==> config.mk <==
export PLATFORM = sky130hd
export DESIGN_NAME = tpo_frame_receiver
export DESIGN_NICKNAME = d
export VERILOG_FILES = /design/src/rtl/tpo_frame_receiver.sv
export SDC_FILE = /design/constraint.sdc
export NUM_CORES = 1
export LEC_CHECK = 0
export ABC_AREA = 1
export CORE_MARGIN = 1.5
export CORE_UTILIZATION = 58
export DETAILED_ROUTE_END_ITERATION = 8
export GPL_TIMING_DRIVEN = 0
export PLACE_DENSITY_LB_ADDON = 0.12
export SYNTH_ARGS = -nofsm -noshare
export SYNTH_HDL_FRONTEND = slang
export SYNTH_SLANG_ARGS = --single-unit
==> constraint.sdc <==
create_clock -name clk -period 6.9 [get_ports clk]
set_clock_uncertainty 0.05 [all_clocks]
set_input_delay 1.725 -clock clk [delete_from_list [all_inputs] [get_ports clk]]
set_output_delay 1.725 -clock clk [all_outputs]
set_load 0.005 [all_outputs]
==> src/rtl/tpo_frame_receiver.sv <==
// tpo_frame_receiver: assembles serial two-out-of-five frames {a,b,c,d,e},
// decodes them to BCD (weights 7-4-2-1-0) and presents the result through a
// one-entry valid/ready output register. Counts invalid and aborted frames.
module tpo_frame_receiver #(
  parameter int ERR_W = 8
) (
  input  logic             clk,
  input  logic             rst,
  input  logic             in_valid,
  output logic             in_ready,
  input  logic             in_bit,
  input  logic             in_sof,
  output logic             out_valid,
  input  logic             out_ready,
  output logic [3:0]       out_digit,
  output logic             out_err,
  output logic [4:0]       out_code,
  output logic [ERR_W-1:0] err_cnt,
  input  logic             clr_cnt
);

  typedef enum logic [1:0] {IDLE, SHIFT, HOLD} state_t;

  state_t     state;
  logic [2:0] cnt;
  logic [4:0] sreg;

  logic       accept;
  logic       slot_free;
  logic       load;
  logic       err_inc;
  logic [4:0] load_frame;
  logic [3:0] load_digit;

  // 2-of-5 decode; any code without exactly two ones maps to 4'hF
  function automatic logic [3:0] decode(input logic [4:0] code);
    logic [3:0] d;
    case (code)
      5'b11000: d = 4'd0;
      5'b00011: d = 4'd1;
      5'b00101: d = 4'd2;
      5'b00110: d = 4'd3;
      5'b01001: d = 4'd4;
      5'b01010: d = 4'd5;
      5'b01100: d = 4'd6;
      5'b10001: d = 4'd7;
      5'b10010: d = 4'd8;
      5'b10100: d = 4'd9;
      default:  d = 4'hF;
    endcase
    return d;
  endfunction

  // Saturating increment of the error counter
  function automatic logic [ERR_W-1:0] sat_inc(input logic [ERR_W-1:0] v);
    return (&v) ? v : v + {{(ERR_W-1){1'b0}}, 1'b1};
  endfunction

  assign in_ready  = (state != HOLD);
  assign accept    = in_valid & in_ready;
  assign slot_free = ~out_valid | out_ready;

  // Decide whether the output register loads this cycle and whether an error is counted
  always_comb begin
    load       = 1'b0;
    load_frame = sreg;
    err_inc    = 1'b0;
    case (state)
      SHIFT: begin
        if (accept) begin
          if (in_sof) begin
            err_inc = 1'b1;
          end else if (cnt == 3'd4) begin
            load_frame = {sreg[3:0], in_bit};
            load       = slot_free;
          end
        end
      end
      HOLD:    load = slot_free;
      default: ;
    endcase
    load_digit = decode(load_frame);
    if (load && (load_digit == 4'hF)) err_inc = 1'b1;
  end

  // Framing FSM: collect bits, restart on a mid-frame sof, park a complete frame in HOLD
  always_ff @(posedge clk or posedge rst) begin
    if (rst) begin
      state <= IDLE;
      cnt   <= 3'd0;
      sreg  <= 5'd0;
    end else begin
      case (state)
        IDLE: begin
          if (accept && in_sof) begin
            sreg  <= {4'd0, in_bit};
            cnt   <= 3'd1;
            state <= SHIFT;
          end
        end
        SHIFT: begin
          if (accept) begin
            if (in_sof) begin
              sreg <= {4'd0, in_bit};
              cnt  <= 3'd1;
            end else if (cnt == 3'd4) begin
              sreg  <= load_frame;
              cnt   <= 3'd0;
              state <= load ? IDLE : HOLD;
            end else begin
              sreg <= {sreg[3:0], in_bit};
              cnt  <= cnt + 3'd1;
            end
          end
        end
        HOLD: begin
          if (slot_free) state <= IDLE;
        end
        default: state <= IDLE;
      endcase
    end
  end

  // Output register: a new load wins over a same-cycle consumer pop
  always_ff @(posedge clk or posedge rst) begin
    if (rst) begin
      out_valid <= 1'b0;
      out_digit <= 4'd0;
      out_err   <= 1'b0;
      out_code  <= 5'd0;
    end else if (load) begin
      out_valid <= 1'b1;
      out_digit <= load_digit;
      out_err   <= (load_digit == 4'hF);
      out_code  <= load_frame;
    end else if (out_valid && out_ready) begin
      out_valid <= 1'b0;
    end
  end

  // Error counter: clear has priority over a same-cycle increment
  always_ff @(posedge clk or posedge rst) begin
    if (rst) begin
      err_cnt <= '0;
    end else if (clr_cnt) begin
      err_cnt <= '0;
    end else if (err_inc) begin
      err_cnt <= sat_inc(err_cnt);
    end
  end

endmodule

==> tab_implementation.tex <==
\begin{tabular}{lr}
\hline
Metric & Value \\
\hline
\multicolumn{2}{l}{\textbf{Clocking}} \\
Clock-pin slew on the worst setup and hold paths & 90 ps \\
Clock sink count & 29 \\
Max Buffers Root-to-Sink & 2 \\
Clock tree root driver cell & sky130\_fd\_sc\_hd\_\_clkbuf\_4 \\
Clock insertion delay at the later pin of the skew report & 320 ps \\
Clock buffers created by TritonCTS & 5 \\
H-tree Lvls & 2 \\
Post-CTS Resized & 0 \\
Clock tree from TritonCTS & done \\
Setup fix buffers added after clock tree synthesis & 0 \\
Post-CTS Hold Fix Bufs & 0 \\
\multicolumn{2}{l}{\textbf{Finish}} \\
Final std cell area, no fill & 2270 sq um \\
Fraction of layout instances using a drive strength above 1 & 0.118 \\
Leading cell type in the layout, fill and taps excluded & sky130\_fd\_sc\_hd\_\_nand2\_1 \\
Final core occ & 0.736 \\
Antenna cell count & 0 \\
Post-layout net count & 300 \\
Layout area overhead & 20.5\% \\
Final Non-Filler Cells & 331 \\
Fill cell instance count of the final layout & 255 \\
Top library cells by usage in the layout, fill and taps aside & sky130\_fd\_sc\_hd\_\_nand2\_1, sky130\_fd\_sc\_hd\_\_nand3\_1, sky130\_fd\_sc\_hd\_\_inv\_1, sky130\_fd\_sc\_hd\_\_dfrtp\_1, sky130\_fd\_sc\_hd\_\_clkdlybuf4s50\_1 \\
\multicolumn{2}{l}{\textbf{Global route}} \\
Initial antenna violation count & 0 \\
Pin count of the biggest net entering global routing & 30 \\
Vias in the first global route & 1,534 \\
First-pass GRT wire length & 6720 microns \\
Total track usage & 0.255 \\
Overflow left after global routing & 0 \\
\multicolumn{2}{l}{\textbf{Pwr}} \\
Switching part of the total power & 0.406 \\
Clk pwr share & 0.163 \\
Net switching component of the power & 0.000291 W \\
Internal & 0.000427 W \\
Worst ir drop on vdd & 0.186 mV \\
Combinational power share & 0.478 \\
Leakage power of the design & 1.17 nW \\
Power density over cell area & 317 nW/um\^{}2 \\
Seq pwr share & 0.360 \\
\multicolumn{2}{l}{\textbf{Placement}} \\
HPWL reported at the end of detailed placement & 2960 microns \\
DP Cell Count & 323 \\
Placed Instance Area & 2200 sq um \\
Final Wtd Congestion & 0.891 \\
Pre-CTS WS & 2610 ps \\
PortBufs & 26 \\
\multicolumn{2}{l}{\textbf{STA}} \\
Hold violation count in the final report & 0 \\
Max Transition Viols Final & 0 \\
Peak Freq & 0.253 GHz \\
Final critical-path setup slack & 2950 ps \\
Relative slew slack & 0.265 \\
RSZ-0062 raised after global routing & no \\
Worst-margin pin slew & 1100 ps \\
Final period util & 0.572 \\
Count of final setup violators & 0 \\
Total Negative Setup Slacks & 0 ps \\
Minimum period implied by the final worst setup slack & 3950 ps \\
\multicolumn{2}{l}{\textbf{Critical path}} \\
Critical path peak fanout & 10 \\
Cells traversed along the worst timing path & clkdlybuf4s50\_1, inv\_1, nor2\_1, nand3\_2, buf\_6, nand2\_1, nand2\_2, ha\_1, nand3\_1, nand2\_1, inv\_1, nand2\_1, nand3\_1, a21oi\_2, nand2\_2, nand3\_4, nand2\_4, nand2\_1, nand2\_1 \\
CP dominant cell by count & sky130\_fd\_sc\_hd\_\_nand2\_1 \\
Count of buffer and inverter cells on the critical path & 4 \\
R2r worst-path depth & 20 \\
Critical path required time & 7060 ps \\
Data arrival at the endpoint of the critical path & 4110 ps \\
Worst setup path category & in2reg \\
Critical path endpoint category & flop \\
Cell with the biggest individual delay on the critical path & sky130\_fd\_sc\_hd\_\_clkdlybuf4s50\_1 \\
Count of cell instances traversed by the critical path & 19 \\
Startpoint type of the worst setup path & input port \\
Highest cell delay on the worst timing path & 450 ps \\
Cell family with most CP delay & simple AND/OR/NAND/NOR gates \\
\multicolumn{2}{l}{\textbf{Synthesis}} \\
Top cell type's share of synthesized area & 0.386 \\
Total of warnings raised by yosys & 0 \\
Number of nets produced by synthesis & 267 \\
Synth unique cells & 31 \\
FF+latch count, synth & 29 \\
Sequential fraction of the synthesis area & 0.386 \\
Leading cell types by total area after synthesis & sky130\_fd\_sc\_hd\_\_dfrtp\_1, sky130\_fd\_sc\_hd\_\_nand2\_1, sky130\_fd\_sc\_hd\_\_nand3\_1, sky130\_fd\_sc\_hd\_\_inv\_1, sky130\_fd\_sc\_hd\_\_ha\_1 \\
Netlist area before placement & 1880 sq um \\
Syn Inst Count & 253 \\
Post-synthesis cell type with the largest combined area & sky130\_fd\_sc\_hd\_\_dfrtp\_1 \\
Mean cell area of the mapped netlist & 7.43 sq um \\
\multicolumn{2}{l}{\textbf{Route}} \\
Initial DRT Pass Iterations & 4 \\
Vias per inst & 5.32 \\
Routed len/inst & 11.9 microns \\
Vias & 1,760 \\
Post-detailed-route DRC marker count & 0 \\
DRT antenna net count & 0 \\
Total Routed Length & 3950 microns \\
Initial drt markers & 126 \\
\multicolumn{2}{l}{\textbf{Floorplanning}} \\
Die boundary width & 59.9 microns \\
Effective utilization at floorplan & 0.611 \\
Die Area & 3590 sq um \\
Number of rows in the core area & 20 \\
Vert. Die Dim & 59.9 microns \\
I/O pins & 27 \\
Core footprint & 3080 sq um \\
\multicolumn{2}{l}{\textbf{Hold path}} \\
Class of the tightest hold or removal check & reg2reg \\
Worst Hold Path Cells & 2 \\
\multicolumn{2}{l}{\textbf{Job}} \\
\# Max-Cap Violations & 0 \\
\multicolumn{2}{l}{\textbf{Outcome}} \\
Run status & completed \\
\hline
\end{tabular}
[power groups by stage]
stage          logic [W]  clock network, W  registers (W)
5_1_grt         0.000391          0.000129       0.000264
2_1_floorplan   0.000216                 0       0.000257
6_report        0.000343          0.000117       0.000258
3_3_place_gp    0.000335                 0       0.000259
3_5_place_dp    0.000342                 0       0.000261
4_1_cts         0.000344          0.000121       0.000258
[path summary, 6_finish.rpt]
check | from | slack [ps] | end
setup / recovery | in_valid | 2950 | err_cnt[6]$_DFFE_PP0P_
hold / removal | out_digit[0]$_DFFE_PP0P_ | 440 | out_digit[0]$_DFFE_PP0P_
setup reg to reg | state[1]$_DFFE_PP0P_ | 4050 | err_cnt[6]$_DFFE_PP0P_
hold reg to reg | out_digit[0]$_DFFE_PP0P_ | 440 | out_digit[0]$_DFFE_PP0P_
max in group asynchronous | rst | 4190 | sreg[0]$_DFFE_PP0P_
min in group asynchronous | rst | 1940 | state[1]$_DFFE_PP0P_
[per-stage QoR]
| stage | power (W) | hold WS, ps |
|---|---|---|
| 6_report | 0.000718 | 436 |
| 5_1_grt | 0.000785 | 465 |
| 4_1_cts | 0.000723 | 444 |
| 3_5_place_dp | 0.000603 | 419 |
| 3_3_place_gp | 0.000593 | 416 |
| 2_1_floorplan | 0.000473 | 423 |
[routing by layer]
layer	share of wire	wire, microns	track usage	vias up
li1	-	-	-	890
met3	0.045	177	0.0649	7
met2	0.46	1810	0.390	44
met1	0.47	1870	0.351	819
met5	0	0	0	-
met4	0.023	89	0.0857	0
[logic make-up (layout without fill, tap and decap cells)]
| logic type | count (synthesis) | after routing | share of synthesized area |
|---|---|---|---|
| xor+xnor | 5 | 5 | 0.0233 |
| buf+inv | 34 | 68 | 0.0738 |
| fa+ha+maj | 7 | 7 | 0.0466 |
| simple gates | 143 | 143 | 0.362 |
| compound gates | 35 | 35 | 0.108 |
| flops | 29 | 29 | 0.386 |
[worst reg2reg max path: stages, from the launching register on]
cell,delay [ps]
sky130_fd_sc_hd__dfrtp_1,410
sky130_fd_sc_hd__inv_1,90
sky130_fd_sc_hd__ha_1,210
sky130_fd_sc_hd__inv_1,100
sky130_fd_sc_hd__nor2_1,120
sky130_fd_sc_hd__nand3_2,110
sky130_fd_sc_hd__buf_6,160
sky130_fd_sc_hd__nand2_1,70
sky130_fd_sc_hd__nand2_2,100
sky130_fd_sc_hd__ha_1,340
sky130_fd_sc_hd__nand3_1,90
sky130_fd_sc_hd__nand2_1,60
sky130_fd_sc_hd__inv_1,50
sky130_fd_sc_hd__nand2_1,50
sky130_fd_sc_hd__nand3_1,120
sky130_fd_sc_hd__a21oi_2,160
sky130_fd_sc_hd__nand2_2,110
sky130_fd_sc_hd__nand3_4,120
sky130_fd_sc_hd__nand2_4,100
sky130_fd_sc_hd__nand2_1,70
sky130_fd_sc_hd__nand2_1,50
[cells in the mapped netlist]
cell                       number
sky130_fd_sc_hd__a21oi_1        9
sky130_fd_sc_hd__nor2_4         1
sky130_fd_sc_hd__inv_2          1
sky130_fd_sc_hd__nor3_1         1
sky130_fd_sc_hd__buf_6          1
sky130_fd_sc_hd__xor2_1         5
sky130_fd_sc_hd__a21oi_2        1
sky130_fd_sc_hd__nand2_4        2
sky130_fd_sc_hd__o21ai_0       16
sky130_fd_sc_hd__nand2_1       71
sky130_fd_sc_hd__nor2_1        18
sky130_fd_sc_hd__inv_4          1
sky130_fd_sc_hd__dfrtp_1       29
sky130_fd_sc_hd__ha_1           7
sky130_fd_sc_hd__nand4_1        3
sky130_fd_sc_hd__nand3_2        4
sky130_fd_sc_hd__inv_1         29
sky130_fd_sc_hd__clkbuf_1       1
sky130_fd_sc_hd__nor2_2         2
sky130_fd_sc_hd__o22ai_1        3
sky130_fd_sc_hd__o211ai_1       2
sky130_fd_sc_hd__nand3_1       30
sky130_fd_sc_hd__o21ai_4        1
sky130_fd_sc_hd__buf_2          1
sky130_fd_sc_hd__o31ai_1        1
sky130_fd_sc_hd__or2_2          1
sky130_fd_sc_hd__o21a_1         1
sky130_fd_sc_hd__nand3_4        1
sky130_fd_sc_hd__nand2_2        8
sky130_fd_sc_hd__o21ai_1        1
sky130_fd_sc_hd__nand4_2        1
[cell type report]
| class | count | area [sq um] | area share |
|---|---|---|---|
| multi-input combinational | 190 | 1020 | 0.448 |
| sequential | 29 | 726 | 0.320 |
| timing repair buffer | 26 | 260 | 0.115 |
| inverter | 31 | 119 | 0.0525 |
| clock buffer | 7 | 65.1 | 0.0287 |
| tap | 44 | 55.1 | 0.0243 |
| buffer | 3 | 20.0 | 0.00883 |
| clock inverter | 1 | 5.00 | 0.00221 |
[flip-flops by register name, summed over array words and instances (netlist names)]
name,flops
out_valid,1
out_err,1
sreg,5
out_code,5
out_digit,4
state,2
cnt,3
err_cnt,8
No activity file was read; power rests on OpenSTA's default activity.
